<file path="src/rtl/arima_pkg.sv">
// rtl/arima_pkg.sv - FSM states, Q-format constant and N-bit reduction helper for arima_serial_core
// ARIMA_SAT_EN selects saturating reduction; otherwise reductions wrap.
package arima_pkg;

    localparam int RW = 128;
    localparam int Q_DEFAULT = 15;
    localparam logic [31:0] ONE_Q = 32'd1 << Q_DEFAULT;

    typedef enum logic [2:0] {
        S_IDLE,
        S_DIFF,
        S_MAC,
        S_SCALE,
        S_INTEG,
        S_OUT
    } state_t;

    // Result is returned at RW bits; callers keep the low n bits.
    function automatic logic signed [RW-1:0] reduce_n(
        input  logic signed [RW-1:0] v,
        input  int                   n,
        output logic                 ovf
    );
        logic signed [RW-1:0] hi;
        logic signed [RW-1:0] lo;
        logic signed [RW-1:0] one;
        one    = '0;
        one[0] = 1'b1;
        hi     = (one <<< (n - 1)) - one;
        lo     = -hi - one;
        ovf    = (v > hi) || (v < lo);
`ifdef ARIMA_SAT_EN
        if (v > hi) return hi;
        if (v < lo) return lo;
`endif
        return v;
    endfunction

endpackage

</file>
<file path="src/rtl/arima_serial_core_if.sv">
// rtl/arima_serial_core_if.sv - sample-in / forecast-out handshake bundle for arima_serial_core
interface arima_serial_core_if #(
    parameter int N = 32
);
    logic                in_valid;
    logic                in_ready;
    logic signed [N-1:0] in_data;
    logic                out_valid;
    logic                out_ready;
    logic signed [N-1:0] out_data;

    modport master (
        output in_valid, in_data, out_ready,
        input  in_ready, out_valid, out_data
    );

    modport slave (
        input  in_valid, in_data, out_ready,
        output in_ready, out_valid, out_data
    );
endinterface

</file>
<file path="src/rtl/qmult.sv">
// rtl/qmult.sv - signed Q-format multiply: full product, arithmetic shift by Q, reduce to N bits
module qmult
    import arima_pkg::*;
#(
    parameter int N = 32,
    parameter int Q = 15
) (
    input  logic signed [N-1:0] a,
    input  logic signed [N-1:0] b,
    output logic signed [N-1:0] p,
    output logic                ovf
);
    logic signed [2*N-1:0] prod;
    logic signed [RW-1:0]  wide;

    always_comb begin
        prod = (2*N)'(a) * (2*N)'(b);
        wide = RW'(prod >>> Q);
        p    = N'(reduce_n(wide, N, ovf));
    end
endmodule

</file>
<file path="src/rtl/arima_serial_core.sv">
// rtl/arima_serial_core.sv - serial ARIMA(p,d,q) one-step forecaster sharing one qmult
// ARIMA_SAT_EN (in arima_pkg) switches every N-bit reduction from wrap to saturate.
module arima_serial_core
    import arima_pkg::*;
#(
    parameter int N     = 32,
    parameter int Q     = 15,
    parameter int P_MAX = 8,
    parameter int Q_MAX = 8,
    parameter int D_MAX = 2
) (
    input  logic                         clk,
    input  logic                         rst_n,
    input  logic                         clr,
    input  logic [$clog2(P_MAX+1)-1:0]   cfg_p,
    input  logic [$clog2(Q_MAX+1)-1:0]   cfg_q,
    input  logic [$clog2(D_MAX+1)-1:0]   cfg_d,
    input  logic signed [N-1:0]          ar_coef [0:P_MAX-1],
    input  logic signed [N-1:0]          ma_coef [0:Q_MAX-1],
    input  logic signed [N-1:0]          cont,
    input  logic signed [N-1:0]          kalman_beta,
    output logic                         overflow,
    output logic                         busy,
    arima_serial_core_if.slave           s
);
    localparam int PW = $clog2(P_MAX + 1);
    localparam int QW = $clog2(Q_MAX + 1);
    localparam int DW = $clog2(D_MAX + 1);
    localparam int CW = $clog2(P_MAX + Q_MAX + 1);
    localparam int AW = N + CW;
    localparam int PI = (P_MAX > 1) ? $clog2(P_MAX) : 1;
    localparam int QI = (Q_MAX > 1) ? $clog2(Q_MAX) : 1;

    state_t state, next_state;

    logic [PW-1:0]        p_r;
    logic [QW-1:0]        q_r;
    logic [DW-1:0]        d_r;
    logic signed [N-1:0]  x_r;
    logic signed [N-1:0]  level   [0:D_MAX-1];
    logic signed [N-1:0]  ar_hist [0:P_MAX-1];
    logic signed [N-1:0]  ma_hist [0:Q_MAX-1];
    logic signed [N-1:0]  w_hat;
    logic signed [AW-1:0] acc;
    logic [CW-1:0]        idx;
    logic signed [N-1:0]  out_r;

    logic signed [N-1:0]  dk [0:D_MAX];
    logic signed [N-1:0]  w_t, e_t, acc_n, integ;
    logic signed [N-1:0]  qa, qb, qp;
    logic signed [RW-1:0] integ_sum;
    logic                 diff_ovf, e_ovf, acc_ovf, integ_ovf, qm_ovf, ov_tmp;
    logic [CW-1:0]        pq_total;
    logic [PI-1:0]        ar_sel;
    logic [QI-1:0]        ma_sel;

    assign pq_total    = CW'(p_r) + CW'(q_r);
    assign ar_sel      = idx[PI-1:0];
    assign ma_sel      = QI'(idx - CW'(p_r));
    assign s.in_ready  = (state == S_IDLE) && !clr;
    assign s.out_valid = (state == S_OUT);
    assign s.out_data  = out_r;
    assign busy        = (state != S_IDLE);

    qmult #(.N(N), .Q(Q)) u_qmult (
        .a   (qa),
        .b   (qb),
        .p   (qp),
        .ovf (qm_ovf)
    );

    // Differencing chain, innovation, accumulator narrowing and integration sum.
    always_comb begin
        diff_ovf = 1'b0;
        ov_tmp   = 1'b0;
        dk[0]    = x_r;
        for (int k = 1; k <= D_MAX; k++) begin
            dk[k] = dk[k-1];
            if (k <= int'(d_r)) begin
                dk[k]    = N'(reduce_n(RW'(dk[k-1]) - RW'(level[k-1]), N, ov_tmp));
                diff_ovf = diff_ovf | ov_tmp;
            end
        end
        w_t       = dk[D_MAX];
        e_t       = N'(reduce_n(RW'(w_t) - RW'(w_hat), N, e_ovf));
        acc_n     = N'(reduce_n(RW'(acc), N, acc_ovf));
        integ_sum = RW'(w_hat);
        for (int k = 0; k < D_MAX; k++) begin
            if (k < int'(d_r)) integ_sum = integ_sum + RW'(level[k]);
        end
        integ = N'(reduce_n(integ_sum, N, integ_ovf));
    end

    always_comb begin
        if (state == S_SCALE) begin
            qa = kalman_beta;
            qb = acc_n;
        end else if (idx < CW'(p_r)) begin
            qa = ar_coef[ar_sel];
            qb = ar_hist[ar_sel];
        end else begin
            qa = ma_coef[ma_sel];
            qb = ma_hist[ma_sel];
        end
    end

    always_ff @(posedge clk or negedge rst_n) begin
        if (!rst_n) state <= S_IDLE;
        else        state <= next_state;
    end

    always_comb begin
        next_state = state;
        case (state)
            S_IDLE:  if (s.in_valid) next_state = S_DIFF;
            S_DIFF:  next_state = (pq_total == '0) ? S_SCALE : S_MAC;
            S_MAC:   if (idx == pq_total - CW'(1)) next_state = S_SCALE;
            S_SCALE: next_state = S_INTEG;
            S_INTEG: next_state = S_OUT;
            S_OUT:   if (s.out_ready) next_state = S_IDLE;
            default: next_state = S_IDLE;
        endcase
        if (clr) next_state = S_IDLE;
    end

    always_ff @(posedge clk or negedge rst_n) begin
        if (!rst_n) begin
            p_r      <= '0;
            q_r      <= '0;
            d_r      <= '0;
            x_r      <= '0;
            w_hat    <= '0;
            acc      <= '0;
            idx      <= '0;
            out_r    <= '0;
            overflow <= 1'b0;
            for (int k = 0; k < D_MAX; k++) level[k]   <= '0;
            for (int i = 0; i < P_MAX; i++) ar_hist[i] <= '0;
            for (int j = 0; j < Q_MAX; j++) ma_hist[j] <= '0;
        end else if (clr) begin
            w_hat    <= '0;
            acc      <= '0;
            idx      <= '0;
            overflow <= 1'b0;
            for (int k = 0; k < D_MAX; k++) level[k]   <= '0;
            for (int i = 0; i < P_MAX; i++) ar_hist[i] <= '0;
            for (int j = 0; j < Q_MAX; j++) ma_hist[j] <= '0;
        end else begin
            case (state)
                S_IDLE: if (s.in_valid) begin
                    p_r <= (cfg_p > PW'(P_MAX)) ? PW'(P_MAX) : cfg_p;
                    q_r <= (cfg_q > QW'(Q_MAX)) ? QW'(Q_MAX) : cfg_q;
                    d_r <= (cfg_d > DW'(D_MAX)) ? DW'(D_MAX) : cfg_d;
                    x_r <= s.in_data;
                end
                S_DIFF: begin
                    for (int k = 0; k < D_MAX; k++) begin
                        if (k < int'(d_r)) level[k] <= dk[k];
                    end
                    ar_hist[0] <= w_t;
                    for (int i = 1; i < P_MAX; i++) ar_hist[i] <= ar_hist[i-1];
                    ma_hist[0] <= e_t;
                    for (int j = 1; j < Q_MAX; j++) ma_hist[j] <= ma_hist[j-1];
                    acc      <= AW'(cont);
                    idx      <= '0;
                    overflow <= overflow | diff_ovf | e_ovf;
                end
                S_MAC: begin
                    acc      <= acc + AW'(qp);
                    idx      <= idx + CW'(1);
                    overflow <= overflow | qm_ovf;
                end
                S_SCALE: begin
                    w_hat    <= qp;
                    overflow <= overflow | acc_ovf | qm_ovf;
                end
                S_INTEG: begin
                    out_r    <= integ;
                    overflow <= overflow | integ_ovf;
                end
                default: ;
            endcase
        end
    end
endmodule

</file>
<file path="src/flat_wrapper.sv">
// flat-port wrapper written by rule: the top's interface ports become plain ports
module arima_serial_core_flat import arima_pkg::*;
#(
    parameter int N     = 32,
    parameter int Q     = 15,
    parameter int P_MAX = 8,
    parameter int Q_MAX = 8,
    parameter int D_MAX = 2
)
  (clk, rst_n, clr, cfg_p, cfg_q, cfg_d, ar_coef, ma_coef, cont, kalman_beta, overflow, busy, s_in_valid, s_in_data, s_out_ready, s_in_ready, s_out_valid, s_out_data);
  arima_serial_core_if #(.N(N)) s_i ();
  input  logic clk;
  input  logic rst_n;
  input  logic clr;
  input  logic [$clog2(P_MAX+1)-1:0] cfg_p;
  input  logic [$clog2(Q_MAX+1)-1:0] cfg_q;
  input  logic [$clog2(D_MAX+1)-1:0] cfg_d;
  input  logic signed [N-1:0] ar_coef[0:P_MAX-1];
  input  logic signed [N-1:0] ma_coef[0:Q_MAX-1];
  input  logic signed [N-1:0] cont;
  input  logic signed [N-1:0] kalman_beta;
  output logic overflow;
  output logic busy;
  input wire logic [$bits(s_i.in_valid)-1:0] s_in_valid;
  input wire logic [$bits(s_i.in_data)-1:0] s_in_data;
  input wire logic [$bits(s_i.out_ready)-1:0] s_out_ready;
  output wire logic [$bits(s_i.in_ready)-1:0] s_in_ready;
  output wire logic [$bits(s_i.out_valid)-1:0] s_out_valid;
  output wire logic [$bits(s_i.out_data)-1:0] s_out_data;
  assign s_i.in_valid = s_in_valid;
  assign s_i.in_data = s_in_data;
  assign s_i.out_ready = s_out_ready;
  assign s_in_ready = s_i.in_ready;
  assign s_out_valid = s_i.out_valid;
  assign s_out_data = s_i.out_data;
  arima_serial_core #(.N(N), .Q(Q), .P_MAX(P_MAX), .Q_MAX(Q_MAX), .D_MAX(D_MAX)) u_core (.clk(clk), .rst_n(rst_n), .clr(clr), .cfg_p(cfg_p), .cfg_q(cfg_q), .cfg_d(cfg_d), .ar_coef(ar_coef), .ma_coef(ma_coef), .cont(cont), .kalman_beta(kalman_beta), .overflow(overflow), .busy(busy), .s(s_i));
endmodule
</file>
<file path="config.mk">
export PLATFORM = sky130hd
export DESIGN_NAME = arima_serial_core_flat
export DESIGN_NICKNAME = d
export VERILOG_FILES = /design/src/rtl/arima_pkg.sv /design/src/rtl/arima_serial_core_if.sv /design/src/rtl/qmult.sv /design/src/rtl/arima_serial_core.sv /design/src/flat_wrapper.sv
export SDC_FILE = /design/constraint.sdc
export NUM_CORES = 2
export LEC_CHECK = 0
export CAP_MARGIN = 25
export CORE_MARGIN = 2
export CORE_UTILIZATION = 30
export DETAILED_ROUTE_END_ITERATION = 6
export PLACE_DENSITY = 0.55
export SLEW_MARGIN = 20
export SYNTH_ARGS = -nofsm -noshare
export SYNTH_HDL_FRONTEND = slang
export SYNTH_HIERARCHICAL = 1
export SYNTH_SLANG_ARGS = --single-unit
export TNS_END_PERCENT = 30
</file>
<file path="constraint.sdc">
create_clock -name clk -period 12.1 [get_ports clk]
set_clock_uncertainty 0.05 [all_clocks]
set_input_delay 2.42 -clock clk [delete_from_list [all_inputs] [get_ports clk]]
set_output_delay 2.42 -clock clk [all_outputs]
set_load 0.05 [all_outputs]
</file>
=== Word-level counts from Yosys, hierarchy flattened ===
Index checks and enable logic that the tools add are counted.

* Register bits after elaboration: 728
* Memories: 0
* Bits of input ports: 623
* Bits in writable memories: 0
* Logic and storage cells: 149
* ROM bits: 0
* Bits in latches: 0
* Output and inout port bits: 36

* Order comparisons: 22
* Equal/unequal tests: 9
* $add $sub $neg: 10
* Shifts and indexed selects: 0
* Muxes and demuxes: 47
* Multiply operators: 1
* Bitwise gates (word level): 10
* Reductions and logical operators: 22
* Divide/modulo/power cells: 0

{| class="wikitable"
|+ Operators by type and width
! cell !! count
|-
| 2-to-1 mux 256 bit || 4
|-
| 2-to-1 mux 32 bit || 18
|-
| greater-than comparator 128 x 32 -> 1 bit, second input constant || 4
|-
| < comparator 128 x 32 -> 1 bit, second input constant || 4
|-
| binary-select mux 32 bit (select 3 bit) || 4
|-
| 2-to-1 mux 128 bit || 2
|-
| adder 128 x 32 -> 128 bit || 1
|-
| 2-to-1 mux 64 bit || 2
|-
| subtractor 32 x 32 -> 33 bit || 3
|-
| one-hot mux 37 bit (2 select lines) || 1
|-
| multiplier 32 x 32 -> 64 bit || 1
|-
| greater-than comparator 49 x 32 -> 1 bit, second input constant || 1
|-
| < comparator 49 x 32 -> 1 bit, second input constant || 1
|-
| adder 37 x 32 -> 37 bit || 1
|-
| greater-than comparator 37 x 32 -> 1 bit, second input constant || 1
|-
| < comparator 37 x 32 -> 1 bit, second input constant || 1
|-
| 2-to-1 mux 37 bit || 1
|-
| adder 32 x 32 -> 33 bit || 1
|-
| one-hot mux 3 bit (6 select lines) || 1
|-
| 2-to-1 mux 3 bit || 4
|-
| one-hot mux 5 bit (2 select lines) || 1
|-
| >= comparator 4 bit, second input constant || 2
|-
| greater-than comparator 4 bit, second input constant || 2
|-
| 2-to-1 mux 4 bit || 2
|-
| other kinds (32) || 58
|}

=== Depth between registers and ports, before layout ===
* Depth in word-level cells: 13
* Gate-level depth with buffers: 55
* Depth with buffers taken out: 47

=== Cells and area by module ===
Netlist, hierarchy kept.

{| class="wikitable"
|+ Modules (own cells, without submodules)
! module !! instances !! cells an instance !! sequential area each (sq um) !! area each (sq um)
|-
| arima_serial_core || 1 || 5659 || 18217.5 || 50208.2
|-
| qmult || 1 || 4006 || 0.0 || 36561.3
|}

=== Worst setup path after synthesis ===
OpenSTA, ideal clock, no wires.

* Path type: register to register
* From: register u_core.idx[0]
* To: register u_core.overflow
* Slack: -0.997 ns
* Path buffers: 7
* Setup time: 0.129 ns
* Required time: 11.921 ns
* Clock period less this slack: 13.097 ns
* Arrival: 12.918 ns
* Stages on the path, launching flop included: 45
* Cell sequence: dfrtp_1 -> clkbuf_1 -> clkbuf_1 -> buf_1 -> inv_1 -> ha_1 -> clkbuf_1 -> buf_1 -> mux4_2 -> mux2_2 -> o211ai_1 -> o21ai_0 -> clkbuf_1 -> and2_1 -> ha_1 -> fa_1 -> fa_1 -> inv_1 -> [... 9 more ...] -> clkbuf_1 -> a21o_1 -> a21o_1 -> a221o_1 -> a31o_1 -> o2bb2ai_1 -> a211o_1 -> xor2_1 -> a2111oi_2 -> nand3_1 -> nor4_1 -> and4_1 -> a41oi_1 -> a21oi_1 -> nor3b_1 -> nor2_1 -> nor2_1 -> a2111o_1

* Word-level cells in the longest chain between the ends: 13
* Elaborated cells on any way between the ends: 28
* Classes of those cells: add/sub (1); mul (1); order compare (3); mux (18); bitwise (4); reduce/logical (1)

{| class="wikitable"
|+ Ends and longest elaborated chain
! element !! line !! RTL
|-
| start: declaration || arima_serial_core.sv:45 || <nowiki>logic [CW-1:0] idx;</nowiki>
|-
| start signal: assignment || arima_serial_core.sv:170 || <nowiki>idx <= idx + CW'(1);</nowiki>
|-
| subtractor 3 bit || arima_serial_core.sv:59 || <nowiki>assign ma_sel = QI'(idx - CW'(p_r));</nowiki>
|-
| NOT 3 -> 4 bit (not written as such) || arima_serial_core.sv:103 || <nowiki>qb = ma_hist[ma_sel];</nowiki>
|-
| binary-select mux 32 bit (select 3 bit) || arima_serial_core.sv:103 ||
|-
| 2-to-1 mux 32 bit (not written as such) (2 in a row) || arima_serial_core.sv:103 ||
|-
| 2-to-1 mux 32 bit * || arima_serial_core.sv:98 || <nowiki>end else if (idx < CW'(p_r)) begin</nowiki>
|-
| 2-to-1 mux 32 bit * || arima_serial_core.sv:95 || <nowiki>if (state == S_SCALE) begin</nowiki>
|-
| net u_core.qb[1] || arima_serial_core.sv:50 || <nowiki>logic signed [N-1:0] qa, qb, qp;</nowiki>
|-
| multiplier 32 x 32 -> 64 bit * || qmult.sv:17 || <nowiki>prod = (2*N)'(a) * (2*N)'(b);</nowiki>
|-
| greater-than comparator 49 x 32 -> 1 bit / < comparator 49 x 32 -> 1 bit (equally long branches) || arima_pkg.sv:31 || <nowiki>ovf = (v > hi) || (v < lo);</nowiki>
|-
| logical OR 1 bit * || arima_pkg.sv:31 ||
|-
| net u_core.qm_ovf || arima_serial_core.sv:52 || <nowiki>logic diff_ovf, e_ovf, acc_ovf, integ_ovf, qm_ovf, ov_tmp;</nowiki>
|-
| bitwise OR 1 bit, on equally long branches || arima_serial_core.sv:175, arima_serial_core.sv:171 ||
|-
| one-hot mux 1 bit (4 select lines) * || arima_serial_core.sv:149 || <nowiki>case (state)</nowiki>
|-
| 2-to-1 mux 1 bit * || arima_serial_core.sv:140 || <nowiki>end else if (clr) begin</nowiki>
|-
| end signal: assignment || arima_serial_core.sv:171 || <nowiki>overflow <= overflow | qm_ovf;</nowiki>
|-
| end signal: assignment || arima_serial_core.sv:175 || <nowiki>overflow <= overflow | acc_ovf | qm_ovf;</nowiki>
|-
| end signal: assignment || arima_serial_core.sv:179 || <nowiki>overflow <= overflow | integ_ovf;</nowiki>
|-
| end: declaration || arima_serial_core.sv:22 || <nowiki>output logic overflow,</nowiki>
|}

Mark *: on every way through the listed nets, which the timed path passes. The rest lies on a longest branch. The select of a mux whose other input is x is not followed.
A chain may end at the register's enable or synchronous reset.

=== Worst setup path in the final report ===
* From: input port ar_coef[50] in the netlist's numbering
* To: register u_core.acc[36]

* Word-level cells in the longest chain between the ends: 9

{| class="wikitable"
|+ Ends and longest elaborated chain
! element !! line !! RTL
|-
| start: declaration || flat_wrapper.sv:18 || <nowiki>input logic signed [N-1:0] ar_coef[0:P_MAX-1];</nowiki>
|-
| binary-select mux 32 bit (select 3 bit) || arima_serial_core.sv:99 || <nowiki>qa = ar_coef[ar_sel];</nowiki>
|-
| 2-to-1 mux 32 bit (not written as such) (2 in a row) || arima_serial_core.sv:99 ||
|-
| 2-to-1 mux 32 bit || arima_serial_core.sv:98 ||
|-
| 2-to-1 mux 32 bit || arima_serial_core.sv:95 ||
|-
| net u_core.qa[18] || arima_serial_core.sv:50 ||
|-
| multiplier 32 x 32 -> 64 bit || qmult.sv:17 ||
|-
| net u_core.qp[14] || arima_serial_core.sv:50 ||
|-
| adder 37 x 32 -> 37 bit || arima_serial_core.sv:169 || <nowiki>acc <= acc + AW'(qp);</nowiki>
|-
| one-hot mux 37 bit (2 select lines) || arima_serial_core.sv:149 ||
|-
| 2-to-1 mux 37 bit || arima_serial_core.sv:140 ||
|-
| end signal: assignment || arima_serial_core.sv:164 || <nowiki>acc <= AW'(cont);</nowiki>
|-
| end signal: assignment || arima_serial_core.sv:169 ||
|-
| end: declaration || arima_serial_core.sv:44 || <nowiki>logic signed [AW-1:0] acc;</nowiki>
|}

The timed path passes the listed nets, and every way through them passes these cells. The select of a mux whose other input is x is not followed.

==> metrics.md <==
| Metric | Value |
|---|---|
| Outcome | `complete, but fails checks` |
| Failing checks | `setup timing` |
| Final setup vio count | `15` |
| Routed len/inst | `24.90 µm` |
| Critical Path AT | `~13000 ps` |
| Residual DRC | `0` |
| Pins Over Slew Limit | `0` |
| Slowest CP cell | `fa_1` |
| Synth-to-Final Area Change | `28.76%` |
| Max stage delay on crit path | `540 ps` |
| Num rows | `197` |
| Hold slack | `415.5 ps` |
| Final Hold Vio Count | `0` |
| Largest net degree at the start of global routing | `225` |
| Gate Count Post-Synth | `9665` |
| Vias/cell | `5.085` |
| Cell area after synthesis | `86770 µm²` |
| Synth top area cells | `fa_1 (26%), dfrtp_1 (21%), nand2_1 (8.9%), mux4_2 (6.6%), ha_1 (5.6%)` |
| Die extent in y | `541.8 µm` |
| Port bufs | `658` |
| Max Clk Rate | `79.73 MHz` |
| CP endpoint kind | `flop` |
| Most Frequent Cell on Critical Path | `fa_1` |
| Clk Latency, worst-skew pair | `730 ps` |
| Layout cells sized above 1 | `18.36%` |
| Worst-Margin Slew | `1124 ps` |
| Post-synth top area share | `26.02%` |
| Clk slew on worst S/H paths | `70 ps` |
| Top-Level Pins | `659` |
| Hold Crit Class | `flop to flop` |
| Syn Area/Cell | `8.978 µm²` |
| Number of buffers on the longest clock path | `3` |
| DR pass1 iterations | `6` |
| DR vias | `75.73k` |
| Detailed placement HPWL | `302.3 mm` |
| Yosys warns | `6` |
| Seq/Total Area, Yosys | `about a fifth` |
| RSZ-0062 raised after global routing | `yes` |
| H-tree levels | `3` |
| Crit path max fanout | `5` |
| Netlist cell types | `98` |
| Final ANT Viol Nets | `0` |
| Main synth FF type | `dfrtp_1` |
| Setup CP Type | `primary input to flop` |
| Tcrit/Tclk final | `103.7%` |
| Die X-Extent | `~540 µm` |
| Post-placement cell count | `14.48k` |
| Crit path required time | `~13000 ps` |
| First-pass GRT wire length | `between 500 and 600 mm` |
| Utilization after layout | `38.81%` |
| Die footprint | `293500 µm²` |
| EDFF count, synth | `0` |
| Root buffer cell | `clkbuf_16` |
| Worst setup margin | `-442.9 ps` |
| Starting Density | `30.14%` |
| Core area | `287900 µm²` |
| Initial antenna violation count | `92` |
| #FFs+latches synth | `between 700 and 800` |
| TritonCTS clock tree | `done` |
| Largest area contributor in the netlist | `fa_1` |
| Clock sinks | `728` |
| Gr ovfl total | `0` |
| Relative slew slack | `25.05%` |
| Vias in the first global route | `just under 80k` |
| Synth top cells by count | `nand2_1 (2047), inv_1 (1279), fa_1 (1128)` |
| Setup crit start kind | `primary input` |
| Max cap viols | `0` |
| Cts bufs inserted | `87` |
| Syn Nets | `11.80k` |
| GRT Overall Usage | `24.92%` |
| Fin crit period | `12540 ps` |
| DR iter-0 viols | `between 6k and 7k` |
| Ys async rst share | `100.0%` |
| Fin cells | `around 15k` |
| Total Nets Final | `about 13k` |
| Count leader, synth | `nand2_1` |
| Routability cong. | `0.9925` |
| Routed Wire Length | `370.9 mm` |
[layout make-up]
type | count | area [µm²]
antenna | 169 | 422.9
fill | 28624 | 176200
tap | 3781 | 4731
clock inverter | 44 | 619.3
multi-input combinational | 7065 | 63820
sequential | 728 | 18230
timing repair buffer | 1710 | 16590
clock buffer | 118 | 2495
inverter | 1279 | 4808
[flip-flops by register name (all words and copies together) (netlist names)]
name               count
u_core/state           3
u_core/x_r            32
u_core/overflow        1
u_core/q_r             4
u_core/ar_hist       256
u_core/ma_hist       256
u_core/p_r             4
u_core/idx             5
u_core/d_r             2
u_core/s.out_data     32
u_core/level          64
u_core/acc            37
u_core/w_hat          32
[worst max-delay path, delay by kind of cell]
family                     cells  cell delay, ps
adders and majority gates     10            4430
AOI/OAI and AO/OA             14            2800
buffers and inverters         12            1550
and+or+nand+nor                5             830
muxes                          2             670
xor gates and xnor gates       2             350
[layer usage]
metal | part of all wire, % | up-vias | routed length (µm) | global-route usage, %
li1 | - | 33802 | - | -
met1 | 40 | 38668 | 148700 | 31.57
met2 | 46 | 2604 | 170900 | 39.26
met3 | 6.0 | 641 | 22330 | 3.759
met4 | 7.8 | 18 | 28780 | 16.97
met5 | 0.035 | - | 128 | 0
[layout by cell type (no fill, tap or decap), types with 26 or more instances in the layout]
| master | n |
|---|---|
| nand3_1 | 57 |
| nand2b_1 | 58 |
| xnor2_1 | 132 |
| ha_1 | 347 |
| and2_1 | 494 |
| nand2_1 | 2025 |
| a21oi_1 | 849 |
| a211oi_1 | 30 |
| a21o_1 | 122 |
| clkdlybuf4s50_1 | 613 |
| o21bai_1 | 34 |
| nor3_1 | 42 |
| xor2_1 | 74 |
| o21ai_0 | 211 |
| fa_2 | 57 |
| o21a_1 | 33 |
| nand4_1 | 42 |
| a311oi_1 | 26 |
| dfrtp_1 | 723 |
| nor2_1 | 227 |
| a22o_1 | 26 |
| clkbuf_16 | 90 |
| mux4_2 | 256 |
| o21ai_2 | 78 |
| buf_6 | 58 |
| fa_1 | 1070 |
| a21oi_2 | 32 |
| and3_1 | 28 |
| inv_1 | 1268 |
| buf_4 | 841 |
| mux2i_1 | 77 |
| o21ai_1 | 44 |
| buf_12 | 145 |
| dlygate4sd2_1 | 36 |
| ha_4 | 36 |
| diode_2 | 169 |
| mux2_2 | 109 |
[path summary, 6_finish.rpt]
path                                                 from                             end  slack, ps  depth (start not counted)
setup / recovery                              ar_coef[50]      u_core/acc[36]$_DFFE_PN0P_       -440                         45
hold / removal             u_core/ar_hist[52]$_DFFE_PN0P_  u_core/ar_hist[20]$_DFFE_PN0P_        420                          2
setup reg to reg                u_core/idx[0]$_DFFE_PN0P_     u_core/overflow$_DFFE_PN0P_       -390                         49
hold reg to reg            u_core/ar_hist[52]$_DFFE_PN0P_  u_core/ar_hist[20]$_DFFE_PN0P_        420                          2
max in group asynchronous                           rst_n    u_core/w_hat[12]$_DFFE_PN0P_       8140                          3
min in group asynchronous                           rst_n  u_core/ma_hist[37]$_DFFE_PN0P_       1660                          1
[logic make-up after synthesis]
| group | share of synthesized area (%) |
|---|---|
| mux | 9.136 |
| simple gates | 16.08 |
| compound gates | 11.64 |
| flops | 21.00 |
| fa+ha+maj | 31.61 |
| xor+xnor | 2.352 |
| buf+inv | 8.201 |
[through the flow]
stage	TNS (ps)	setup WS, ps	cell area, µm²
floorplan	-237.4	-120.8	86900
global placement	-46480	-2199	105200
detailed placement	-44580	-2210	105200
CTS	-1462	-489.0	110200
global route	-8596	-743.2	111700
finish	-2492	-442.9	111700
[timing repair]
action,in CTS,in global routing
hold buffers,0,0
setup buffers,48,34
pin swaps,189,134
resized for setup,389,165
endpoints found under the setup margin,29,25
gates cloned,2,3
endpoints found under the hold margin,0,0
Power is not shown: default switching activity piles up to over one toggle a cycle in this logic, so the estimate is an artifact.
